<file path="src/rtl/ex_mem_skid.sv">
// EX->MEM elastic pipeline register: two-entry skid buffer with a
// registered in_ready and a forwarding tap on the youngest held beat.
module ex_mem_skid #(
    parameter int DATA_W = 32,
    parameter int REG_W  = 5
) (
    input  logic              clk,
    input  logic              rst_n,
    input  logic              flush,
    input  logic              in_valid,
    output logic              in_ready,
    input  logic [DATA_W-1:0] in_result,
    input  logic [DATA_W-1:0] in_store_data,
    input  logic [REG_W-1:0]  in_rd_addr,
    input  logic              in_rd_we,
    input  logic              in_t_we,
    input  logic              in_t_val,
    output logic              out_valid,
    input  logic              out_ready,
    output logic [DATA_W-1:0] out_result,
    output logic [DATA_W-1:0] out_store_data,
    output logic [REG_W-1:0]  out_rd_addr,
    output logic              out_rd_we,
    output logic              out_t_we,
    output logic              out_t_val,
    output logic              fwd_valid,
    output logic [REG_W-1:0]  fwd_rd_addr,
    output logic [DATA_W-1:0] fwd_data
);

    typedef struct packed {
        logic [DATA_W-1:0] result;
        logic [DATA_W-1:0] store_data;
        logic [REG_W-1:0]  rd_addr;
        logic              rd_we;
        logic              t_we;
        logic              t_val;
    } beat_t;

    // Encoding is {main_valid, skid_valid}.
    typedef enum logic [1:0] {
        EMPTY = 2'b00,
        BUSY  = 2'b10,
        FULL  = 2'b11
    } state_e;

    state_e state_q;
    state_e state_d;

    beat_t main_q;
    beat_t main_d;
    beat_t skid_q;
    beat_t skid_d;
    beat_t in_beat;

    logic main_valid;
    logic skid_valid;
    logic accept;
    logic deliver;
    logic ld_main_in;
    logic ld_main_skid;
    logic ld_skid;
    logic clear;

    assign main_valid = state_q[1];
    assign skid_valid = state_q[0];

    assign in_beat = '{
        result:     in_result,
        store_data: in_store_data,
        rd_addr:    in_rd_addr,
        rd_we:      in_rd_we,
        t_we:       in_t_we,
        t_val:      in_t_val
    };

    assign accept  = in_valid && in_ready;
    assign deliver = out_valid && out_ready;

    always_ff @(posedge clk or negedge rst_n) begin
        if (!rst_n) begin
            state_q <= EMPTY;
        end else begin
            state_q <= state_d;
        end
    end

    always_comb begin
        state_d = state_q;
        if (flush) begin
            state_d = EMPTY;
        end else begin
            unique case (state_q)
                EMPTY: begin
                    if (accept)
                        state_d = BUSY;
                end
                BUSY: begin
                    if (accept && !deliver)
                        state_d = FULL;
                    else if (!accept && deliver)
                        state_d = EMPTY;
                end
                FULL: begin
                    if (deliver)
                        state_d = BUSY;
                end
                default: state_d = EMPTY;
            endcase
        end
    end

    always_comb begin
        in_ready  = !skid_valid;
        out_valid = main_valid;
    end

    // Load strobes are mutually exclusive by state, and flush gates them all.
    assign clear = flush;

    assign ld_main_in = !flush && accept &&
        (state_q == EMPTY ||
         (state_q == BUSY && deliver));

    assign ld_main_skid = !flush && deliver &&
        state_q == FULL;

    assign ld_skid = !flush && accept &&
        !deliver && state_q == BUSY;

    always_comb begin
        main_d = main_q;
        skid_d = skid_q;
        unique case (1'b1)
            clear: begin
                main_d = '0;
                skid_d = '0;
            end
            ld_main_in: main_d = in_beat;
            ld_main_skid: begin
                main_d = skid_q;
                skid_d = '0;
            end
            ld_skid: skid_d = in_beat;
            default: ;
        endcase
    end

    always_ff @(posedge clk or negedge rst_n) begin
        if (!rst_n) begin
            main_q <= '0;
            skid_q <= '0;
        end else begin
            main_q <= main_d;
            skid_q <= skid_d;
        end
    end

    assign out_result     = main_q.result;
    assign out_store_data = main_q.store_data;
    assign out_rd_addr    = main_q.rd_addr;
    assign out_rd_we      = main_q.rd_we;
    assign out_t_we       = main_q.t_we;
    assign out_t_val      = main_q.t_val;

    // The skid entry is always younger than main, so it wins.
    beat_t fwd_src;
    logic  fwd_src_valid;

    always_comb begin
        fwd_src       = skid_valid ? skid_q : main_q;
        fwd_src_valid = skid_valid || main_valid;
    end

    assign fwd_valid = fwd_src_valid &&
        fwd_src.rd_we &&
        (fwd_src.rd_addr != '0);

    assign fwd_rd_addr = fwd_src.rd_addr;

    assign fwd_data = fwd_src_valid ?
        fwd_src.result : '0;

endmodule
</file>
<file path="config.mk">
export PLATFORM = sky130hd
export DESIGN_NAME = ex_mem_skid
export DESIGN_NICKNAME = d
export VERILOG_FILES = /design/src/rtl/ex_mem_skid.sv
export SDC_FILE = /design/constraint.sdc
export NUM_CORES = 1
export LEC_CHECK = 0
export ABC_AREA = 1
export CORE_ASPECT_RATIO = 1.5
export CORE_MARGIN = 8
export CORE_UTILIZATION = 52
export DETAILED_ROUTE_END_ITERATION = 7
export PLACE_DENSITY = 0.9
export SYNTH_ARGS = -nofsm -noshare
export SYNTH_HDL_FRONTEND = slang
export SYNTH_SLANG_ARGS = --single-unit
</file>
<file path="constraint.sdc">
create_clock -name clk -period 2.4 [get_ports clk]
set_clock_uncertainty 0.05 [all_clocks]
set_input_delay 0.36 -clock clk [delete_from_list [all_inputs] [get_ports clk]]
set_output_delay 0.36 -clock clk [all_outputs]
set_load 0.02 [all_outputs]
</file>
Word-level counts from Yosys, hierarchy flattened
Index checks and enable logic that the tools add are counted.
W data, S select, Z words.
{"block": "totals", "in_bits": 77, "regBits": 146}
{"block": "classes", "reduce_logical": 25, "eq_ne": 5, "mux": 10}
{"cell": "$pmux W72 S3", "count": 1}
{"cell": "$pmux W72 S2", "count": 1}
{"cell": "$mux W72", "count": 1}
{"cell": "$mux W32", "count": 1}
{"cell": "$logic_and A1 B1 Y1", "count": 13}
{"cell": "$mux W2", "count": 5}
{"cell": "$ne A3 B3 Y1 const B", "count": 2}
{"cell": "$pmux W2 S3", "count": 1}
{"cell": "$reduce_bool A5 Y1", "count": 1}
{"cell": "$eq A2 B2 Y1 const B", "count": 2}
{"cell": "$logic_not A1 Y1", "count": 4}
{"cell": "$ne A4 B4 Y1 const B", "count": 1}
{"cell": "$reduce_and A3 Y1", "count": 1}
{"cell": "$reduce_bool A3 Y1", "count": 1}
{"cell": "$logic_not A2 Y1", "count": 1}
{"cell": "$logic_or A1 B1 Y1", "count": 2}
{"cell": "$reduce_bool A2 Y1", "count": 1}
{"cell": "$reduce_or A2 Y1", "count": 1}

Logic depth before layout (Yosys ltp)
Gate-level depths: netlist of the first run.
{"block": "logic_depth", "word_depth": 8, "ltp_mapped": 10}

Worst setup path after synthesis of the first run
No wires, ideal clock.
{"block": "synth_timing", "path_kind": "flip-flop to output port", "startpoint": "register state_q[0]", "endpoint": "output fwd_valid", "t_arrival_ps": 1652, "path_slack_ps": 338, "path_stages_with_launch": 8, "t_required_ps": 1990, "cell_sequence": "dfrtp_1 > buf_6 > inv_4 > o21ai_0 > nor2_1 > nand2_1 > nor2_1 > nor2_1"}
{"block": "synth_between", "elab_chain_len": 3}
{"item": "start, declared", "line": "47", "rtl": "state_e state_q;"}
{"item": "start signal, assigned", "line": "84", "rtl": "state_q <= state_d;"}
{"item": "$mux W72", "line": "171", "rtl": "fwd_src = skid_valid ? skid_q : main_q;"}
{"item": "net fwd_rd_addr[0]", "line": "27", "rtl": "output logic [REG_W-1:0] fwd_rd_addr,"}
{"item": "$reduce_bool A5 Y1", "line": "177", "rtl": "(fwd_src.rd_addr != '0);"}
{"item": "$logic_and A1 B1 Y1", "line": "176", "rtl": "fwd_src.rd_we &&"}
{"item": "end, declared", "line": "26", "rtl": "output logic fwd_valid,"}
The timed path passes the listed nets, and every way through them passes these cells.

Worst setup path in the final report of the first run
{"block": "layout_timing", "startpoint": "register state_q[0]", "endpoint": "output fwd_valid"}
{"block": "layout_between", "elab_chain_len": 3}
{"item": "$mux W72 or $logic_or A1 B1 Y1 (tied branches)", "line": "171, 172"}
{"item": "$reduce_bool A5 Y1 or $logic_and A1 B1 Y1 (tied branches)", "line": "177, 175"}
{"item": "$logic_and A1 B1 Y1 *", "line": "176"}
Every way passes the cells marked *; elsewhere a longest branch is shown, timed or not.

==> results of run 1 <==
worst max-delay path, stage by stage (launching register included):
cell and delay (ps):
dfrtp_2 400, buf_6 210, buf_8 190, mux2i_1 200
inv_1 60, nor2_1 110, nor2_1 50, dlygate4sd2_1 320
kinds of logic (layout without fill, tap and decap cells):
group,Yosys count,in the layout,synth area share
compound gates,107,107,0.07915
fa+ha+maj,4,4,0.007363
buf+inv,106,299,0.07528
flops,146,146,0.5375
mux,1,1,0.001473
simple gates,470,470,0.2993
power groups by stage:
stage,clock (uW),combinational [uW],sequential [uW]
after floorplan,0,1280,3430
after global placement,0,3000,3160
after detailed placement,0,3050,3170
after CTS,2700,2970,3140
after global routing,2810,3160,3190
final,2660,2920,3150
per-layer routing:
| layer | track usage | routed length [um] |
|---|---|---|
| met5 | 0 | 0 |
| met4 | 0.1531 | 915 |
| met3 | 0.05790 | 1540 |
| met2 | 0.4127 | 10810 |
| met1 | 0.2839 | 7469 |
cell usage after synthesis:
cell | number | area share
nor2_1 | 6 | 0.0033
buf_2 | 26 | 0.019
inv_1 | 44 | 0.024
nor2_2 | 1 | 0.00092
nand2_2 | 3 | 0.0028
clkbuf_1 | 18 | 0.0099
inv_2 | 3 | 0.0017
o21ai_0 | 41 | 0.030
buf_6 | 8 | 0.013
inv_4 | 2 | 0.0018
nand4_1 | 1 | 0.00092
nand3_4 | 1 | 0.0026
a21oi_1 | 33 | 0.024
ha_1 | 4 | 0.0074
mux2i_1 | 1 | 0.0015
o211ai_1 | 1 | 0.0011
buf_4 | 4 | 0.0044
clkbuf_2 | 1 | 0.00074
nand2_1 | 273 | 0.15
dfrtp_1 | 146 | 0.54
nand3_1 | 183 | 0.13
o21ai_1 | 32 | 0.024
nor2_4 | 2 | 0.0033
timing repair:
action,in CTS,in global routing
endpoints found under the hold margin,48,0
endpoints found under the setup margin,35,33
resized for setup,39,60
hold buffers,1,0
how the worst min path moves through the flow:
stage,startpoint,end,slack [ps],depth (start not counted)
2_1_floorplan,rst_n,out_rd_addr[0]$_DFFE_PN0P_,10,0
3_3_place_gp,rst_n,skid_q[16]$_DFFE_PN0P_,290,1
3_5_place_dp,rst_n,skid_q[16]$_DFFE_PN0P_,290,1
4_1_cts,rst_n,skid_q[21]$_DFFE_PN0P_,420,2
5_1_grt,rst_n,out_store_data[10]$_DFFE_PN0P_,430,2
6_report,rst_n,skid_q[16]$_DFFE_PN0P_,400,2
sequential cells by signal, summed over array words and instances, names as in the netlist:
register and cells:
out_t_val 1, out_result 32, state_q 2, out_rd_we 1, skid_q 72, out_rd_addr 5
out_t_we 1, out_store_data 32
layout make-up:
type                            instances  area [sq um]  area share
Multi-Input combinational cell        582          2638      0.2812
Clock inverter                         13         146.4     0.01561
Timing Repair Buffer                  218          2098      0.2237
Tap cell                              159         198.9     0.02121
Sequential cell                       146          3655      0.3897
Clock buffer                           19         452.9     0.04829
Inverter                               49         190.2     0.02028
per-stage QoR:
stage	total power [uW]	hold slack, ps	util
final	8735	398.4	0.7276
after CTS	8811	424.3	0.7348
after global placement	6159	294.4	0.6901
after detailed placement	6220	293.4	0.6901
after floorplan	4711	14.41	-
after global routing	9159	429.4	0.7276
==> out/qor.csv, run 1 <==
stage;metric;value;unit
worst_setup_path;Reg2Reg Setup Slack;490;ps
routing;final wirelength;20740;um
clocking;CTS buffer count;17;
pwr;Clk network pwr share;0.305;
place;port buffer count;188;
routing;DR iter-0 viols;396;
floorplan;Die H;156.0;um
pwr;Pint;5644;uW
place;Placer Congestion;0.8673;
floorplan;Site Rows;51;
layout;most common cell after layout, fill and taps aside;nand2_1;
sta;final worst slack;27.25;ps
floorplan;initial core utilization;0.5274;
worst_setup_path;Worst setup EP type;primary output;
worst_setup_path;CP startpoint;state_q[0]$_DFFE_PN0P_;
clocking;CTS tree;done;
pwr;Seq pwr share;0.360;
clocking;deepest clock path buffer count;2;
pwr;Logic pwr share;0.335;
layout;fin cells;1186;
pwr;sw power;3092;uW
layout;Area Overhead vs Synth;37.97;%
clocking;clk sinks;146;
routing;DRC errors left;0;
global_route;total global-route track usage;0.2501;
clocking;clock-pin slew on the worst setup and hold paths;60;ps
worst_setup_path;R2R cell count;8;
place;Post-DP Area;0.008895;sq mm
pwr;Max IR drop VDD;0.0005673;V
sta;final hold violations;0;
clocking;H-tree levels;4;
sta;Period Utilization, post-route;0.9886;
synthesis;cell area after synthesis;0.006798;sq mm
synthesis;Netlist cell types;23;
clocking;Root Buffer;clkbuf_16;
place;pre-CTS setup slack;99.68;ps
worst_setup_path;CP endpoint;fwd_valid;
sta;setup_tns;0;ps
sta;Max Freq;0.4215;GHz
global_route;initial antenna violation count;0;
synthesis;Mapped Cells;834;
worst_setup_path;r2r startpoint;state_q[0]$_DFFE_PN0P_;
layout;# nets final;1095;
global_route;total global routing overflow;0;
synthesis;syn_area_per_cell;8.151;sq um
routing;DR WL/cell;17.48;um
sta;Final Setup Violations;0;
synthesis;Synth Register Bits;146;
worst_setup_path;Data arrival, critical path;1960;ps
sta;worst rel slew slack;0.6640;
place;Placed Cells incl. Taps;1153;
sta;fin crit period;2373;ps
routing;drt via density;5.638;
routing;first-pass iteration count of the detailed router;5;
global_route;largest net degree at the start of global routing;60;
sta;Max Slew Vio Count;0;
routing;Antenna Nets Post-Route;0;
place;HPWL after detailed placement;14220;um
worst_setup_path;crit-path max FO;25;
layout;most frequent cells in the layout;273 x nand2_1, 183 x nand3_1, 150 x clkdlybuf4s50_1;
layout;layout cells sized above 1;0.09932;
status;status;complete, no violations;
floorplan;Die ar.;0.01706;sq mm
global_route;vias in the first global route;6824;
layout;number of diodes;0;
pwr;pwr dens;931.4;mW/mm^2
job;max cap viols;0;
worst_hold_path;Tightest Hold Check Type;input port to async pin;
pwr;Net Sw Frac;0.3539;
floorplan;Core Region;0.01289;sq mm
clocking;clk_lat worst skew;420;ps
synthesis;Syn Nets;915;
worst_setup_path;CP Data Required Time;1990;ps
layout;filler instances;969;
synthesis;synth warn;0;
worst_setup_path;crit path kind;flip-flop to primary output;
layout;final instance area;0.009379;sq mm
sta;RSZ-0062 raised after global routing;yes;
global_route;first-pass GRT wire length;33750;um
pwr;P_leak;0.004492;uW
floorplan;I/O Pins;189;
worst_setup_path;CP startpoint kind;flip-flop;
routing;DR vias;6687;
worst_setup_path;RR Endpoint;skid_q[44]$_DFFE_PN0P_;
floorplan;Die Wd;109.4;um
synthesis;sequential area share after synthesis;0.5375;
sta;measured slew at the worst slew-check pin;503.9;ps
clocking;Setup Fix Bufs, Post-CTS;0;
Note: power is estimated with default switching activity, not from simulation.
==> run 2, diff against run 1 <==
--- a/config.mk
+++ b/config.mk
@@ -8,9 +8,10 @@
 export ABC_AREA = 1
 export CORE_ASPECT_RATIO = 1.5
 export CORE_MARGIN = 8
-export CORE_UTILIZATION = 52
+export CORE_UTILIZATION = 53
+export CTS_BUF_LIST = sky130_fd_sc_hd__clkbuf_4
 export DETAILED_ROUTE_END_ITERATION = 7
-export PLACE_DENSITY = 0.9
+export PLACE_DENSITY = 0.91
 export SYNTH_ARGS = -nofsm -noshare
 export SYNTH_HDL_FRONTEND = slang
 export SYNTH_SLANG_ARGS = --single-unit
==> run 2 against run 1 <==
Compared with the run above: worst setup slack better by 68 ps; count of clock-buffer cells in the layout shrank 1; first-iteration DRC count increased by 15%; final cell count barely moved; combinational power up 4%; final area shrank 2.8%; wire length rose by 2.9%; sequential power hardly changed.
==> out/qor.csv, run 2 (synthesis results as in run 1) <==
stage;metric;value;unit
floorplan;Die Wd;108.5;um
global_route;initial antenna violation count;1;
layout;most frequent cells in the layout;273 x nand2_1, 183 x nand3_1, 149 x clkdlybuf4s50_1;
pwr;pwr dens;867.4;mW/mm^2
routing;drt via density;5.707;
routing;DRC errors left;0;
worst_setup_path;Data arrival, critical path;1900;ps
global_route;total global-route track usage;0.2535;
sta;measured slew at the worst slew-check pin;570.5;ps
routing;Antenna Nets Post-Route;0;
worst_setup_path;CP Data Required Time;1990;ps
global_route;vias in the first global route;6829;
layout;most common cell after layout, fill and taps aside;nand2_1;
clocking;CTS tree;done;
global_route;total global routing overflow;0;
clocking;clk sinks;146;
sta;worst rel slew slack;0.6196;
clocking;clock-pin slew on the worst setup and hold paths;130;ps
clocking;deepest clock path buffer count;2;
worst_setup_path;CP startpoint;state_q[0]$_DFFE_PN0P_;
clocking;Root Buffer;clkbuf_4;
routing;first-pass iteration count of the detailed router;5;
worst_setup_path;RR Endpoint;out_result[16]$_DFFE_PN0P_;
worst_setup_path;r2r startpoint;state_q[0]$_DFFE_PN0P_;
sta;final hold violations;0;
pwr;Logic pwr share;0.385;
global_route;first-pass GRT wire length;33990;um
worst_setup_path;crit-path max FO;8;
floorplan;Die ar.;0.01678;sq mm
worst_setup_path;Worst setup EP type;primary output;
layout;most flop-heavy register;skid_q;
pwr;Max IR drop VDD;0.0004407;V
floorplan;initial core utilization;0.5433;
status;status;complete, no violations;
sta;Max Slew Vio Count;0;
clocking;CTS buffer count;17;
sta;final worst slack;94.85;ps
layout;max reg flops;72;
sta;fin crit period;2305;ps
worst_hold_path;Tightest Hold Check Type;input port to flip-flop;
sta;Final Setup Violations;0;
pwr;P_leak;0.004368;uW
layout;Area Overhead vs Synth;34.12;%
floorplan;I/O Pins;189;
routing;DR vias;6763;
place;HPWL after detailed placement;14410;um
job;max cap viols;0;
floorplan;Site Rows;50;
routing;final wirelength;21340;um
routing;DR WL/cell;18.01;um
pwr;Net Sw Frac;0.3772;
pwr;sw power;2983;uW
pwr;total power;7908;uW
pwr;Seq pwr share;0.397;
floorplan;Core Region;0.01251;sq mm
routing;DR iter-0 viols;455;
sta;Period Utilization, post-route;0.9605;
worst_setup_path;CP startpoint kind;flip-flop;
layout;layout cells sized above 1;0.1080;
sta;RSZ-0062 raised after global routing;yes;
worst_setup_path;Reg2Reg Setup Slack;430;ps
clocking;H-tree levels;4;
layout;# nets final;1097;
floorplan;Die H;154.7;um
clocking;clk_lat worst skew;530;ps
worst_setup_path;crit path kind;flip-flop to primary output;
place;Placer Congestion;0.8848;
global_route;largest net degree at the start of global routing;70;
sta;Max Freq;0.4338;GHz
pwr;Clk network pwr share;0.218;
pwr;Pint;4925;uW
sta;setup_tns;0;ps
place;port buffer count;188;
worst_setup_path;CP endpoint;fwd_data[30];
worst_setup_path;R2R cell count;8;
place;pre-CTS setup slack;147.8;ps
run 2: stage by stage:
stage | hold WS (ps) | std cells | utilization | instance area [sq um]
5_1_grt | 301.9 | 1185 | 0.7287 | 9117
4_1_cts | 278.9 | 1183 | 0.7241 | 9060
2_1_floorplan | 14.41 | 834 | - | 6798
3_3_place_gp | 318.6 | 1149 | 0.7090 | 8871
3_5_place_dp | 328.2 | 1149 | 0.7090 | 8871
6_report | 329.7 | 1185 | 0.7287 | 9117
run 2: cell type report:
class | instances | area [sq um]
flip-flops and latches | 146 | 3655
clock inverters | 13 | 187.7
diodes | 1 | 2.502
multi-input cells | 582 | 2650
inverters | 49 | 195.2
repair buffers | 220 | 2097
well taps | 156 | 195.2
fillers | 920 | 3395
clock buffers | 18 | 135.1
run 2: power by group through the flow:
stage | logic [uW] | registers (uW) | clock network, uW
finish | 3040 | 3140 | 1720
global route | 3260 | 3180 | 1850
CTS | 2940 | 3130 | 1770
detailed placement | 3010 | 3180 | 0
global placement | 2950 | 3160 | 0
floorplan | 1280 | 3430 | 0
run 2: timing repair:
item | in CTS | in global routing
endpoints found under the hold margin | 55 | 0
pin swaps | 0 | 0
hold buffers | 1 | 0
gates resized for setup | 143 | 13
buffers inserted | 2 | 0
endpoints found under the setup margin | 38 | 6
cloned | 0 | 1
run 2: how the worst min path moves through the flow:
| stage | from | endpoint | slack [ps] | cells past startpoint |
|---|---|---|---|---|
| 2_1_floorplan | rst_n | out_rd_addr[0]$_DFFE_PN0P_ | 10 | 0 |
| 3_3_place_gp | rst_n | out_store_data[9]$_DFFE_PN0P_ | 320 | 1 |
| 3_5_place_dp | rst_n | skid_q[17]$_DFFE_PN0P_ | 330 | 1 |
| 4_1_cts | rst_n | skid_q[17]$_DFFE_PN0P_ | 280 | 2 |
| 5_1_grt | in_store_data[2] | skid_q[10]$_DFFE_PN0P_ | 300 | 3 |
| 6_report | in_store_data[6] | skid_q[14]$_DFFE_PN0P_ | 330 | 3 |
run 2: routing by layer:
layer | part of all wire | global-route usage | vias up
li1 | - | - | 3094
met1 | 0.36 | 0.2808 | 3244
met2 | 0.52 | 0.4396 | 361
met3 | 0.079 | 0.05283 | 64
met4 | 0.042 | 0.1356 | 0
met5 | 0 | 0 | -
run 2: critical path: stages, from the launching register on:
cell and delay, ps:
dfrtp_2 440, inv_4 60, ha_4 170, inv_6 80
buf_8 130, buf_4 110, o21ai_1 50, a21oi_1 150
buf_4 170
==> run 3, diff against run 2 <==
--- a/config.mk
+++ b/config.mk
@@ -6,7 +6,7 @@
 export NUM_CORES = 1
 export LEC_CHECK = 0
 export ABC_AREA = 1
-export CORE_ASPECT_RATIO = 1.5
+export CORE_ASPECT_RATIO = 0.9
 export CORE_MARGIN = 8
 export CORE_UTILIZATION = 53
 export CTS_BUF_LIST = sky130_fd_sc_hd__clkbuf_4
==> run 3 against run 2 <==
Compared with the run above: via count rose by 1.5%; die area fell by 0.42%; combinational power rose by 9.5%; final area rose by 1.4%; register-to-register slack got worse by 240 ps; critical path depth fell by 1; sequential share of layout area fell by 0.56 points; non-clock buffer count did not move; largest cell class unchanged.
==> out/qor.csv, run 3 (synthesis results as in run 1) <==
stage;metric;value;unit
worst_setup_path;CP startpoint kind;flip-flop;
worst_setup_path;crit-path max FO;8;
sta;worst rel slew slack;0.4876;
clocking;Root Buffer;clkbuf_4;
floorplan;Site Rows;39;
routing;DR iter-0 viols;838;
worst_setup_path;worst path cell trace;clkinv_4, ha_4, clkinv_8, clkbuf_16, o21ai_0, a21oi_1, buf_4;
routing;final wirelength;22130;um
worst_setup_path;CP startpoint;state_q[0]$_DFFE_PN0P_;
clocking;deepest clock path buffer count;2;
layout;most common cell after layout, fill and taps aside;nand2_1;
global_route;largest net degree at the start of global routing;85;
worst_setup_path;Data arrival, critical path;1910;ps
clocking;clk_lat worst skew;540;ps
worst_setup_path;r2r startpoint;state_q[0]$_DFFE_PN0P_;
floorplan;I/O Pins;189;
pwr;pwr dens;863.7;mW/mm^2
pwr;P_leak;0.004376;uW
floorplan;Die ar.;0.01671;sq mm
routing;first-pass iteration count of the detailed router;6;
layout;most frequent cells in the layout;273 x nand2_1, 183 x nand3_1, 149 x clkdlybuf4s50_1;
global_route;vias in the first global route;6468;
routing;Antenna Nets Post-Route;0;
global_route;first-pass GRT wire length;34040;um
sta;Final Setup Violations;0;
global_route;met3 Use GR;0.07920;
global_route;total global routing overflow;0;
floorplan;Die H;123.4;um
global_route;initial antenna violation count;0;
routing;drt via density;5.758;
worst_setup_path;CP Data Required Time;1990;ps
floorplan;Core Region;0.01259;sq mm
status;status;complete, no violations;
sta;Period Utilization, post-route;0.9678;
job;max cap viols;0;
clocking;clk sinks;146;
worst_setup_path;slowest stage delay, CP;470;ps
layout;filler instances;932;
clocking;CTS buffer count;17;
worst_hold_path;Hold Startpoint;in_store_data[30];
place;Placer Congestion;0.8427;
layout;final instance area;0.009248;sq mm
routing;DR WL/cell;18.57;um
layout;Area Overhead vs Synth;36.04;%
global_route;total global-route track usage;0.2597;
worst_setup_path;Crit path max-delay family;buffers and inverters;
clocking;clock-pin slew on the worst setup and hold paths;120;ps
layout;# nets final;1098;
pwr;total power;7987;uW
sta;RSZ-0062 raised after global routing;yes;
place;Post-DP Area;0.008838;sq mm
sta;Max Slew Vio Count;0;
layout;most flop-heavy register;skid_q;
sta;fin crit period;2323;ps
sta;measured slew at the worst slew-check pin;768.7;ps
sta;worst hold slack;321.1;ps
worst_setup_path;crit path kind;flip-flop to primary output;
worst_setup_path;Worst setup EP type;primary output;
layout;layout cells sized above 1;0.1138;
floorplan;Die Wd;135.4;um
global_route;layer with the highest usage;met2;
worst_setup_path;critical path buffer and inverter count;4;
place;port buffer count;188;
global_route;GR Layer Usage met2;0.3951;
sta;final hold violations;0;
layout;number of diodes;0;
worst_hold_path;Tightest Hold Check Type;input port to flip-flop;
sta;setup_tns;0;ps
clocking;CTS tree;done;
global_route;GRT met1 Usage;0.3401;
pwr;Max IR drop VDD;0.0005293;V
layout;max reg flops;72;
place;HPWL after detailed placement;13800;um
worst_setup_path;highest-delay cell along the critical path;dfrtp_2;
routing;DRC errors left;0;
routing;DR vias;6864;
floorplan;initial core utilization;0.5400;
sta;Max Freq;0.4305;GHz
clocking;H-tree levels;4;
[run 3: worst reg2reg max path, stage by stage (launching register included)]
cell	delay [ps]
dfrtp_2	470
buf_4	150
buf_6	300
ha_1	250
nand2_1	120
nand2_1	140
clkinv_4	150
nand2_2	100
buf_4	280
o21ai_1	100
[run 3: per-stage QoR]
step           instances  utilization  setup WS, ps
3_5_place_dp        1148       0.7020         118.8
3_3_place_gp        1148       0.7020         191.1
5_1_grt             1192       0.7345        -9.177
6_report            1192       0.7345         77.22
4_1_cts             1186       0.7229         15.01
2_1_floorplan        834            -         338.0
[run 3: timing repair]
action / 4_1_cts / 5_1_grt
buffers inserted: 3 / 6
pin swaps: 0 / 0
hold endpoints to repair: 146 / 0
hold buffers: 1 / 0
gates cloned: 4 / 2
resized for setup: 148 / 67
setup endpoints to repair: 37 / 106
[run 3: where the power goes]
group	internal [uW]	switching, uW	total (uW)	leakage (uW)
combinational	1390	1950	3330	0.00225
clock	652	843	1500	0.000144
sequential	2860	293	3160	0.00198
total	4900	3080	7990	0.00438
[run 3: final timing paths]
check | endpoint | slack [ps] | cells past startpoint
max | fwd_data[10] | 80 | 7
min | skid_q[38]$_DFFE_PN0P_ | 320 | 3
max reg2reg | skid_q[46]$_DFFE_PN0P_ | 190 | 9
min reg2reg | out_result[30]$_DFFE_PN0P_ | 430 | 2
max in group asynchronous | skid_q[33]$_DFFE_PN0P_ | 1250 | 3
min in group asynchronous | out_result[3]$_DFFE_PN0P_ | 380 | 3
[run 3: per-layer routing]
layer	share of wire	vias to the layer above
li1	-	3093
met1	0.40	3278
met2	0.46	431
met3	0.11	62
met4	0.029	0
met5	0	-
[run 3: area by class of cell]
class,instances,area (sq um),area share
clock buffers,22,165.2,0.01786
clock inverters,8,88.84,0.009606
multi-input cells,582,2694,0.2913
repair inverters,1,5.005,0.0005412
flip-flops and latches,146,3655,0.3952
well taps,164,205.2,0.02219
repair buffers,220,2226,0.2407
inverters,49,209.0,0.02260
==> variant, RTL diff (config.mk and constraints of run 2) <==
Change the parameter `DATA_W` from 32 to 36.
--- a/src/rtl/ex_mem_skid.sv
+++ b/src/rtl/ex_mem_skid.sv
@@ -3,3 +3,3 @@
 module ex_mem_skid #(
-    parameter int DATA_W = 32,
+    parameter int DATA_W = 36,
     parameter int REG_W  = 5
Interface: changed (5 resized); port bits go from 189 to 209. The function was not compared with the original's and may differ.
==> variant against run 2 <==
Sequential cell count increased by 16; critical path depth is the same; synthesized cell count grew 11%; clock power shrank 13%; final cell count increased by 12%; register-to-register slack got worse by 0.15 ns; worst hold slack better by 0.0022 ns; total power increased by 6.8%; area after synthesis is 11% higher; first-iteration DRC count is 31% higher; setup slack improved by 0.032 ns; final area increased by 11%; routed wire length rose by 11%; largest power group unchanged.
==> variant: results <==
INSERT INTO impl_metrics (metric_group, metric, value, unit) VALUES
('cells_and_area', 'multi_input_cells', '642', ''),
('global_routing', 'grtUsageMet3', '6.61', '%'),
('placed_design', 'place_ws', '0.104', 'ns'),
('status', 'status', 'complete, no violations', ''),
('worst_setup_path', 'critPathTopFamily', 'flip-flops', ''),
('global_routing', 'grtUsageTotal', '24.8', '%'),
('logic_synthesis', 'yosys-mux-area-fraction', '0.132', '%'),
('cells_and_area', 'bufAreaShareNonClock', '23.9', '%'),
('sta', 'worst_slew_pin_slew', '0.611', 'ns'),
('placed_design', 'detailedPlacementHpwl', '16000', 'um'),
('cells_and_area', 'seqCellArea', '0.00406', 'sq mm'),
('cells_and_area', 'drive_gt1_share', '10.6', '%'),
('global_routing', 'wire_length_of_the_first_global_routing_pass', '36900', 'um'),
('pwr', 'max-vdd-ir-drop', '0.000503', 'V'),
('global_routing', 'use_met2', '43.5', '%'),
('sta', 'hold-worst-slack', '0.332', 'ns'),
('route', 'detailedRoute.firstPassIterationCount', '7', ''),
('min_path', 'min-delay-path-class', 'in2async', ''),
('cells_and_area', 'n_all_inverters', '53', ''),
('route', 'first_iter_violations', '596', '');
[variant: final timing paths]
check,endpoint,cells past startpoint
max,fwd_valid,8
min in group clk,skid_q[41]$_DFFE_PN0P_,3
min reg2reg,out_result[4]$_DFFE_PN0P_,2
max in group asynchronous,skid_q[11]$_DFFE_PN0P_,3
min,out_result[15]$_DFFE_PN0P_,2
max reg2reg,skid_q[70]$_DFFE_PN0P_,9
[variant: power groups by stage]
stage,combinational (mW),clock [mW],sequential (mW)
floorplan,1.41,0,3.80
CTS,3.23,1.53,3.48
global placement,3.25,0,3.51
global route,3.69,1.63,3.54
finish,3.46,1.50,3.49
detailed placement,3.32,0,3.53
[variant: what timing repair did]
action / CTS / global route
buffers inserted: 1 / 4
pin swaps: 0 / 5
cloned: 1 / 3
setup endpoints to repair: 42 / 36
hold buffers: 1 / 0
gates resized for setup: 159 / 22
endpoints found under the hold margin: 57 / 0
[variant: stage by stage]
step | instance area, sq um | setup TNS [ns]
finish | 10100 | 0
global route | 10100 | -0.0329
CTS | 9930 | 0
floorplan | 7570 | 0
detailed placement | 9810 | 0
global placement | 9810 | 0
[variant: cell families after synthesis]
family                   after synthesis
AND/OR/NAND/NOR                      518
flip-flops                           162
buffers and inverters                120
AO/OA/AOI/OAI                        119
adder cells (fa/ha/maj)                4
multiplexers                           1
[variant: worst reg2reg max path, delay by kind of cell, from the launching register on]
| family | cells | cell delay, ns |
|---|---|---|
| buffers and inverters | 4 | 0.89 |
| DFF | 1 | 0.47 |
| adders and majority gates | 1 | 0.19 |
| and+or+nand+nor | 3 | 0.28 |
| AOI/OAI and AO/OA | 1 | 0.14 |
